==> src/rtl/cpu_pkg.sv <==
// rtl/cpu_pkg.sv - shared CPU widths, fetch FSM states and fetch defaults
package cpu_pkg;

    localparam int BUS_W         = 16;
    localparam int ADDR_W_DEF    = 16;
    localparam int CNT_W_DEF     = 16;
    localparam int MAX_RETRY_DEF = 3;
    localparam int RETRY_W       = 4;

    typedef enum logic [2:0] {
        FS_IDLE  = 3'd0,
        FS_REQ   = 3'd1,
        FS_WAIT  = 3'd2,
        FS_FULL  = 3'd3,
        FS_FAULT = 3'd4
    } fetch_state_t;

endpackage

==> src/rtl/instruction_fetch_unit.sv <==
// rtl/instruction_fetch_unit.sv - single-outstanding instruction fetch with stale drop, retry and fault
module instruction_fetch_unit
    import cpu_pkg::*;
#(
    parameter int ADDR_W    = ADDR_W_DEF,
    parameter int DATA_W    = BUS_W,
    parameter int MAX_RETRY = MAX_RETRY_DEF,
    parameter int CNT_W     = CNT_W_DEF
) (
    input  logic              clk,
    input  logic              reset,
    input  logic              enable,
    input  logic [ADDR_W-1:0] pc_in,
    input  logic              ir_ack,
    output logic [DATA_W-1:0] ir_out,
    output logic              ir_valid,
    output logic              mem_req,
    output logic [ADDR_W-1:0] mem_addr,
    input  logic              mem_gnt,
    input  logic              mem_rvalid,
    input  logic [DATA_W-1:0] mem_rdata,
    input  logic              mem_err,
    output logic              fetch_fault,
    output logic [CNT_W-1:0]  fetch_cnt
);

    fetch_state_t        state;
    fetch_state_t        state_next;
    logic [ADDR_W-1:0]   req_addr;
    logic [RETRY_W-1:0]  retry_cnt;
    logic                addr_match;
    logic                load_addr;
    logic                retry_inc;
    logic                load_ir;

    assign addr_match = (req_addr == pc_in);

    always_ff @(posedge clk or negedge reset) begin
        if (!reset) begin
            state <= FS_IDLE;
        end else begin
            state <= state_next;
        end
    end

    // Stale check comes before the error check so a moved PC never burns a retry.
    always_comb begin
        state_next = state;
        load_addr  = 1'b0;
        retry_inc  = 1'b0;
        load_ir    = 1'b0;
        case (state)
            FS_IDLE: begin
                if (enable) begin
                    load_addr  = 1'b1;
                    state_next = FS_REQ;
                end
            end
            FS_REQ: begin
                if (mem_gnt) begin
                    state_next = FS_WAIT;
                end
            end
            FS_WAIT: begin
                if (mem_rvalid) begin
                    if (!addr_match) begin
                        load_addr  = 1'b1;
                        state_next = FS_REQ;
                    end else if (!mem_err) begin
                        load_ir    = 1'b1;
                        state_next = FS_FULL;
                    end else if (retry_cnt == RETRY_W'(MAX_RETRY - 1)) begin
                        state_next = FS_FAULT;
                    end else begin
                        retry_inc  = 1'b1;
                        state_next = FS_REQ;
                    end
                end
            end
            FS_FULL: begin
                if (ir_ack) begin
                    state_next = FS_IDLE;
                end else if (!addr_match) begin
                    load_addr  = 1'b1;
                    state_next = FS_REQ;
                end
            end
            FS_FAULT: begin
                state_next = FS_FAULT;
            end
            default: begin
                state_next = FS_IDLE;
            end
        endcase
    end

    always_ff @(posedge clk or negedge reset) begin
        if (!reset) begin
            req_addr  <= '0;
            retry_cnt <= '0;
            ir_out    <= '0;
            fetch_cnt <= '0;
        end else begin
            if (load_addr) begin
                req_addr  <= pc_in;
                retry_cnt <= '0;
            end else if (retry_inc) begin
                retry_cnt <= retry_cnt + RETRY_W'(1);
            end
            if (load_ir) begin
                ir_out    <= mem_rdata;
                fetch_cnt <= fetch_cnt + CNT_W'(1);
            end
        end
    end

    // Handshake outputs decode straight from registers, so they are glitch-free and clear with reset.
    assign mem_req     = (state == FS_REQ);
    assign mem_addr    = req_addr;
    assign ir_valid    = (state == FS_FULL);
    assign fetch_fault = (state == FS_FAULT);

endmodule

==> config.mk <==
export PLATFORM = sky130hd
export DESIGN_NAME = instruction_fetch_unit
export DESIGN_NICKNAME = d
export VERILOG_FILES = /design/src/rtl/cpu_pkg.sv /design/src/rtl/instruction_fetch_unit.sv
export SDC_FILE = /design/constraint.sdc
export NUM_CORES = 1
export LEC_CHECK = 0
export CAP_MARGIN = 25
export CORE_MARGIN = 5
export CORE_UTILIZATION = 46
export DETAILED_ROUTE_END_ITERATION = 6
export GPL_TIMING_DRIVEN = 1
export HOLD_SLACK_MARGIN = 0.05
export PLACE_DENSITY = 0.91
export SETUP_SLACK_MARGIN = 0.3
export SYNTH_ARGS = -nofsm -noshare
export SYNTH_HDL_FRONTEND = slang
export SYNTH_SLANG_ARGS = --single-unit
==> constraint.sdc <==
create_clock -name clk -period 2.85 [get_ports clk]
set_input_delay 0.4275 -clock clk [delete_from_list [all_inputs] [get_ports clk]]
set_output_delay 0.4275 -clock clk [all_outputs]
set_load 0.02 [all_outputs]
======== Word-level counts from Yosys, hierarchy flattened ========
Index checks and enable logic that the tools add are counted.
storage, ports and cells
  register bits ........................... 55
  input port bits ......................... 39
  output and inout bits ................... 51
  logic and storage cells ................. 45
operators by class
  $add $sub $neg .......................... 2
  eq/ne operators ......................... 10
  multiplexer cells ....................... 25
  reductions and logical operators ........ 3
operator list
  operator                                       count
  2-to-1 mux 3 bit                               8
  adder 16 x 1 -> 16 bit, second input constant  1
  == test 16 bit                                 1
  one-hot mux 3 bit (5 select lines)             1
  2-to-1 mux 1 bit                               13
  2-to-1 mux 4 bit                               2
  == test 3 x 2 -> 1 bit, second input constant  2
  adder 4 x 1 -> 4 bit, second input constant    1
  == test 4 x 2 -> 1 bit, second input constant  1
  != test 2 bit, second input constant           2
  AND reduction 4 bit                            1
  == test 3 x 1 -> 1 bit, second input constant  1
  == test 3 bit, second input constant           1
  zero test 3 bit                                1
  != test 3 bit, second input constant           1
  one-hot mux 1 bit (3 select lines)             1
  != test 2 x 1 -> 1 bit, second input constant  1
  nonzero test 2 bit                             1

======== Logic depth before layout (Yosys ltp) ========
Gate-level depths: netlist of the first run.
  depth in word-level cells ............... 8
  depth in mapped cells ................... 7
  mapped depth without buffers ............ 7

======== Least setup slack after synthesis of the first run ========
Ideal clock, no wire load.
  path type ............................... flip-flop to flip-flop
  from .................................... register req_addr[15], in the netlist mem_addr[15]
  to ...................................... register req_addr[0], in the netlist mem_addr[0]
  library setup time ...................... 0.125 ns
  arrival time ............................ 1.972 ns
  required time ........................... 2.725 ns
  slack ................................... 0.754 ns
  stages on the path, launching flop included .. 7
  path buffers ............................ 1
  period minus slack after synthesis ...... 2.096 ns
  path through ............................ dfrtp_1 > xor2_1 > nor4_1 > nand4_2 > a21boi_4 > buf_4 > mux2_2
on the way
  longest elaborated chain between the ends .. 4
  elaborated cells between the ends (all ways) .. 5
  classes of those cells .................. eq/ne (1); mux (4)
RTL lines
  item                                        line                                                        source
  start: declaration                          instruction_fetch_unit.sv:29                                logic [ADDR_W-1:0] req_addr;
  start signal: assignment                    instruction_fetch_unit.sv:105                               req_addr <= pc_in;
  == test 16 bit *                            instruction_fetch_unit.sv:36                                assign addr_match = (req_addr == pc_in);
  2-to-1 mux 1 bit *                          instruction_fetch_unit.sv:66, instruction_fetch_unit.sv:83
  2-to-1 mux 1 bit, on equally long branches  instruction_fetch_unit.sv:81, instruction_fetch_unit.sv:65
  one-hot mux 1 bit (3 select lines) *        instruction_fetch_unit.sv:52                                case (state)
Every way passes the cells marked *; elsewhere a longest branch is shown, timed or not.
A chain may end at the register's enable or synchronous reset.

======== Final worst setup path of the first run ========
  from .................................... input pc_in[5]
  to ...................................... register fetch_cnt[11]
on the way
  longest elaborated chain between the ends .. 4
RTL lines
  item                    line                           source
  start: declaration      instruction_fetch_unit.sv:13   input logic [ADDR_W-1:0] pc_in,
  == test 16 bit          instruction_fetch_unit.sv:36
  2-to-1 mux 1 bit        instruction_fetch_unit.sv:66   if (!addr_match) begin
  2-to-1 mux 1 bit        instruction_fetch_unit.sv:65   if (mem_rvalid) begin
  2-to-1 mux 1 bit        instruction_fetch_unit.sv:52
  end signal: assignment  instruction_fetch_unit.sv:112  fetch_cnt <= fetch_cnt + CNT_W'(1);
  end: declaration        instruction_fetch_unit.sv:24   output logic [CNT_W-1:0] fetch_cnt
Every way passes these cells.

==> impl_metrics.csv, run 1 <==
group,metric,value,unit
pwr,peakVddDrop,0.000481,V
drt,drtAntennaViolNets,0,
hold_path,min_path_type,"in -> async",
drt,via_count,2093,
die,dieArea,7600,um^2
clock_tree,root_buffer,"clkbuf_8",
drt,drt-total-wl,6.35,mm
yosys,synth_fp_nets,271,
global_routing,use_met3,0.0596,
timing,worst_pin_slew,0.598,ns
pwr,powerDensity,661,nW/um^2
timing,fin_crit,2.32,ns
clock_tree,hold_buffers,0,
finish,antennaDiodeCount,0,
die,rows,28,
global_routing,grt_overflow,0,
finish,nNetsFinal,363,
clock_tree,cts_sinks,55,
yosys,synth.top_cell.area_share,0.502,
die,pin_count,90,
global_routing,grt_max_degree,26,
clock_tree,htree_levels,2,
yosys,ys_seq_area_frac,0.502,
drt,drc,0,
worst_setup_path,crit_path_start_kind,"primary input",
worst_setup_path,r2r-end,"fetch_cnt[11]",
placement,gp_congestion,0.833,
clock_tree,clk_latency,0.31,ns
clock_tree,cts_tree,"yes",
die,die_height,87.2,um
worst_setup_path,r2r_cells,6,
die,die_x,87.2,um
drt,drt_pre_antenna_iters,4,
die,start_util,0.468,
global_routing,grt.met2_usage,0.289,
timing,fin_worst_skew,0.0127,ns
worst_setup_path,cp_max_fo,22,
global_routing,grt_pass1_vias,2110,
worst_setup_path,cp.required,3.09,ns
timing,finalHoldViolCount,0,
yosys,synth_area_leaders,"dfrtp_1 50%, mux2_2 10%, xor2_1 8.9%",
clock_tree,postCtsSetupBuffers,0,
worst_setup_path,r2r-start,"mem_addr[5]",
timing,fin_crit_sh,0.815,
yosys,ys.warnings.count,0,
clock_tree,cts_buffer_depth,2,
timing,finalWorstSetupSlack,0.527,ns
worst_setup_path,critPathCaptureType,"register",
flow_run,max_cap_violations,0,
global_routing,antenna_found_initial,0,
timing,relSlewSlack,0.601,
worst_setup_path,regToRegSetupSlack,0.70,ns
drt,drt_iter0_drc,109,
yosys,yosysTopAreaCell,"dfrtp_1",
placement,place_ws,0.249,ns
worst_setup_path,criticalPathCategory,"in -> reg",
drt,viasPerCell,5.27,
finish,final_cell_mix,"88 x clkdlybuf4s50_1, 55 x dfrtp_1, 28 x xor2_1",
yosys,synth_flop_cell,"dfrtp_1",
global_routing,top_usage_layer,"met2",
finish,area_growth,38.5,%
yosys,synth-seq-cells,55,
placement,portBuffers,89,
yosys,synth_cell_types,39,
yosys,synthArstFlopShare,1.00,
timing,final.setup.tns,0,ns
global_routing,grt_util_all_layers,0.173,
placement,dpl.hpwl,4.85,mm
worst_setup_path,crit_end,"fetch_cnt[11]",
yosys,synth-edff-count,0,
yosys,syn_avg_cell_area,12.0,um^2
clock_tree,numCtsBuffers,5,
timing,setup_viol,0,
worst_setup_path,crit_start,"pc_in[5]",
clock_tree,cts_resized,0,
yosys,syn_area,2740,um^2
drt,wire_per_inst,16.0,um
yosys,netlist_instances,229,
timing,max_freq,430,MHz
run_status,status,"completed",
timing,rsz0062_at_grt,"no",
global_routing,grt_first_pass_wirelength,10.4,mm
clock_tree,path_clk_slew,0.10,ns
pwr,power_leakage,1.77,nW
global_routing,grtUsageMet1,0.218,
timing,slew_violations,0,
worst_setup_path,arrival,2.56,ns
finish,layout_commonest_cell,"clkdlybuf4s50_1",
die,core,5850,um^2
finish,drive_gt1_frac,0.161,
[power breakdown]
part / internal [mW] / leakage, nW / switching (mW) / total (mW)
Combinational: 0.550 / 1.00 / 0.443 / 0.993
Clock: 0.199 / 0.0516 / 0.258 / 0.458
Sequential: 0.913 / 0.719 / 0.146 / 1.06
[worst max-delay path: stages]
cell             delay, ns
clkdlybuf4s50_1       0.43
xor2_1                0.17
nor4_1                0.42
nand4_2               0.22
buf_4                 0.28
nor4_1                0.42
xor2_1                0.17
[through the flow]
| step | instances | hold WS [ns] | utilization | total power [mW] | instance area, um^2 |
|---|---|---|---|---|---|
| detailed placement | 389 | 0.478 | 0.632 | 2.07 | 3700 |
| floorplan | 229 | 0.132 | - | 1.62 | 2740 |
| global route | 397 | 0.154 | 0.649 | 2.64 | 3800 |
| global placement | 389 | 0.463 | 0.632 | 2.05 | 3700 |
| finish | 397 | 0.111 | 0.649 | 2.51 | 3800 |
| CTS | 397 | 0.131 | 0.649 | 2.54 | 3800 |
[registers in the layout (all words and copies together) (netlist names)]
name	count
fetch_cnt	16
ir_out	16
mem_addr	16
retry_cnt	4
state	3
[logic make-up (layout without fill, tap and decap cells)]
logic type / after synthesis / after routing / synth area share
and+or+nand+nor: 75 / 75 / 0.156
buffers and inverters: 13 / 106 / 0.0297
AOI/OAI and AO/OA: 17 / 17 / 0.0434
DFF: 55 / 55 / 0.502
muxes: 35 / 35 / 0.156
adders and majority gates: 3 / 3 / 0.0137
xor gates and xnor gates: 31 / 31 / 0.0991
[per-layer routing]
layer | routed length [um] | part of all wire | up-vias
li1 | - | - | 986
met1 | 2660 | 0.42 | 1022
met2 | 3130 | 0.49 | 81
met3 | 503 | 0.079 | 4
met4 | 55 | 0.0087 | 0
met5 | 0 | 0 | -
[worst min path at each step]
stage / start / endpoint / slack (ns) / cells after the start
floorplan: reset / fetch_cnt[0] / 0.13 / 0
global placement: reset / mem_addr[5] / 0.46 / 1
detailed placement: reset / mem_addr[5] / 0.48 / 1
CTS: reset / mem_addr[15] / 0.13 / 1
global route: reset / mem_addr[15] / 0.15 / 1
finish: reset / fetch_cnt[4] / 0.11 / 1
[Yosys cell counts (2+ instances only)]
cell / n
mux2_2: 25
o21bai_1: 5
xor2_1: 28
or4b_1: 2
nand2_1: 16
nor3_1: 7
nor4_1: 10
nand2b_1: 2
nor2_1: 12
nor2b_1: 5
o21ai_0: 6
clkbuf_1: 2
and4_1: 2
nand4_1: 6
xnor2_1: 3
dfrtp_1: 55
buf_2: 2
ha_1: 3
a21oi_1: 2
inv_1: 5
nand3_1: 4
buf_6: 2
mux2_4: 9
[layout make-up]
class                      count  area (um^2)
fill                         443         2050
sequential                    55         1380
tap                           75         93.8
clock inverter                 2         13.8
timing repair buffer          93          928
multi-input combinational    161         1280
clock buffer                   6         82.6
inverter                       5         18.8
Power figures use the tool's default switching activity.
==> run 2: changes to the inputs <==
- CORE_UTILIZATION: 46 -> 42
- PLACE_DENSITY: 0.91 -> 0.88
- clock period: 2.85 -> 2 ns (I/O delays scaled with it)
==> run 2 against run 1 <==
Against the previous run: the run now ends with negative setup slack left; critical path depth unchanged; worst setup slack got worse by 0.57 ns; non-clock buffer count grew 23; largest power group is now combinational logic; wire length is 15% higher; die area is 8.4% higher; critical endpoint is now mem_addr[6]; cell area rose by 16%; count of clock-buffer cells in the layout did not move; sequential share of layout area down 4.5 points.
==> impl_metrics.csv, run 2 (same netlist as run 1, synthesis figures left out) <==
group,metric,value,unit
timing,fin_crit,2.04,ns
pwr,peakVddDrop,0.000752,V
pwr,powerDensity,880,nW/um^2
worst_setup_path,critPathCaptureType,"register",
placement,dpl.hpwl,4.98,mm
drt,wire_per_inst,17.2,um
timing,setup_viol,19,
global_routing,grt_pass1_vias,2423,
timing,fin_worst_skew,0.00924,ns
flow_run,max_cap_violations,0,
run_status,violations,"negative setup slack",
clock_tree,cts_buffer_depth,2,
clock_tree,root_buffer,"clkbuf_8",
timing,final.setup.tns,-0.397,ns
drt,drtAntennaViolNets,0,
clock_tree,htree_levels,2,
die,dieArea,8240,um^2
die,core,6350,um^2
die,die_x,90.8,um
finish,final_cell_mix,"63 x clkdlybuf4s50_1, 42 x dfrtp_1, 28 x xor2_1",
run_status,status,"finished with violations",
global_routing,grt_util_all_layers,0.168,
hold_path,min_path_type,"in -> reg",
worst_setup_path,criticalPathCategory,"reg -> reg",
finish,nNetsFinal,388,
placement,portBuffers,89,
timing,relSlewSlack,0.602,
clock_tree,cts_tree,"yes",
worst_setup_path,regToRegSetupSlack,-0.04,ns
timing,fin_crit_sh,1.02,
drt,via_count,2243,
worst_setup_path,cp.required,2.19,ns
worst_setup_path,r2r_cells,7,
finish,layout.cells.non_filler,425,
pwr,power_leakage,2.29,nW
timing,slew_violations,0,
die,start_util,0.432,
finish,layout_commonest_cell,"clkdlybuf4s50_1",
die,pin_count,90,
global_routing,grt_overflow,0,
timing,worst_pin_slew,0.597,ns
clock_tree,numCtsBuffers,5,
finish,nFillCells,426,
clock_tree,path_clk_slew,0.10,ns
timing,rsz0062_at_grt,"yes",
timing,finalWorstSetupSlack,-0.0411,ns
timing,max_freq,490,MHz
global_routing,grt_first_pass_wirelength,11.5,mm
drt,viasPerCell,5.28,
worst_setup_path,crit_path_start_kind,"register",
drt,drt_iter0_drc,101,
clock_tree,clk_latency,0.30,ns
finish,area_growth,60.1,%
clock_tree,cts_sinks,55,
worst_setup_path,cp_max_fo,16,
worst_setup_path,arrival,2.24,ns
timing,finalHoldViolCount,0,
global_routing,antenna_found_initial,1,
finish,drive_gt1_frac,0.346,
finish,fin_area,4390,um^2
global_routing,grt_max_degree,31,
drt,drt_pre_antenna_iters,4,
placement,gp_congestion,0.834,
placement,place_ws,-0.453,ns
drt,drc,0,
placement,dpl.cell_count,402,
drt,drt-total-wl,7.33,mm
placement,place_area,3910,um^2
die,die_height,90.8,um
die,rows,29,
hold_path,min_path_cells,2,
run 2: through the flow:
stage	power [mW]	utilization	hold WS [ns]
after floorplan	2.34	-	0.00441
after global placement	3.06	0.616	0.337
after detailed placement	3.11	0.616	0.346
after CTS	3.76	0.666	0.384
after global routing	4.07	0.691	0.296
final	3.86	0.691	0.293
run 2: where the power goes:
group / internal (mW) / switching, mW
registers: 1.32 / 0.177
logic: 0.972 / 0.797
clock network: 0.246 / 0.355
total: 2.54 / 1.33
run 2: area by class of cell:
class | instances | area (um^2) | area share
multi-input cells | 163 | 1610 | 0.366
flip-flops and latches | 55 | 1390 | 0.317
repair buffers | 116 | 1190 | 0.270
well taps | 77 | 96.3 | 0.0220
clock buffers | 6 | 72.6 | 0.0165
inverters | 5 | 18.8 | 0.00428
clock inverters | 2 | 12.5 | 0.00285
diodes | 1 | 2.50 | 0.000570
run 2: metal layers:
layer	vias to the layer above	track usage	wire, um
li1	1046	-	-
met2	67	0.308	3930
met4	0	0.0440	108
met3	10	0.0500	437
met5	-	0	0
met1	1120	0.188	2850
run 2: what timing repair did:
| action | 4_1_cts | 5_1_grt |
|---|---|---|
| gates cloned | 2 | 0 |
| buffers inserted | 7 | 4 |
| hold buffers | 1 | 0 |
| endpoints found under the setup margin | 62 | 63 |
| endpoints found under the hold margin | 25 | 0 |
| resized for setup | 55 | 34 |
| pin swaps | 20 | 11 |
run 2: final timing paths:
kind / endpoint / startpoint
min in group asynchronous: mem_addr[10] / reset
worst max register to register: mem_addr[6] / mem_addr[13]
worst min-delay path: mem_addr[5] / pc_in[5]
max in group asynchronous: fetch_cnt[4] / reset
worst max-delay path: mem_addr[6] / mem_addr[13]
worst min register to register: fetch_cnt[8] / fetch_cnt[8]
run 2: worst max-delay path, cell delays in order (launching register included):
cell	delay, ns
dfrtp_2	0.44
xor2_1	0.14
nor4_1	0.33
buf_4	0.18
nand4_4	0.12
a21boi_4	0.19
buf_12	0.18
mux2_2	0.34
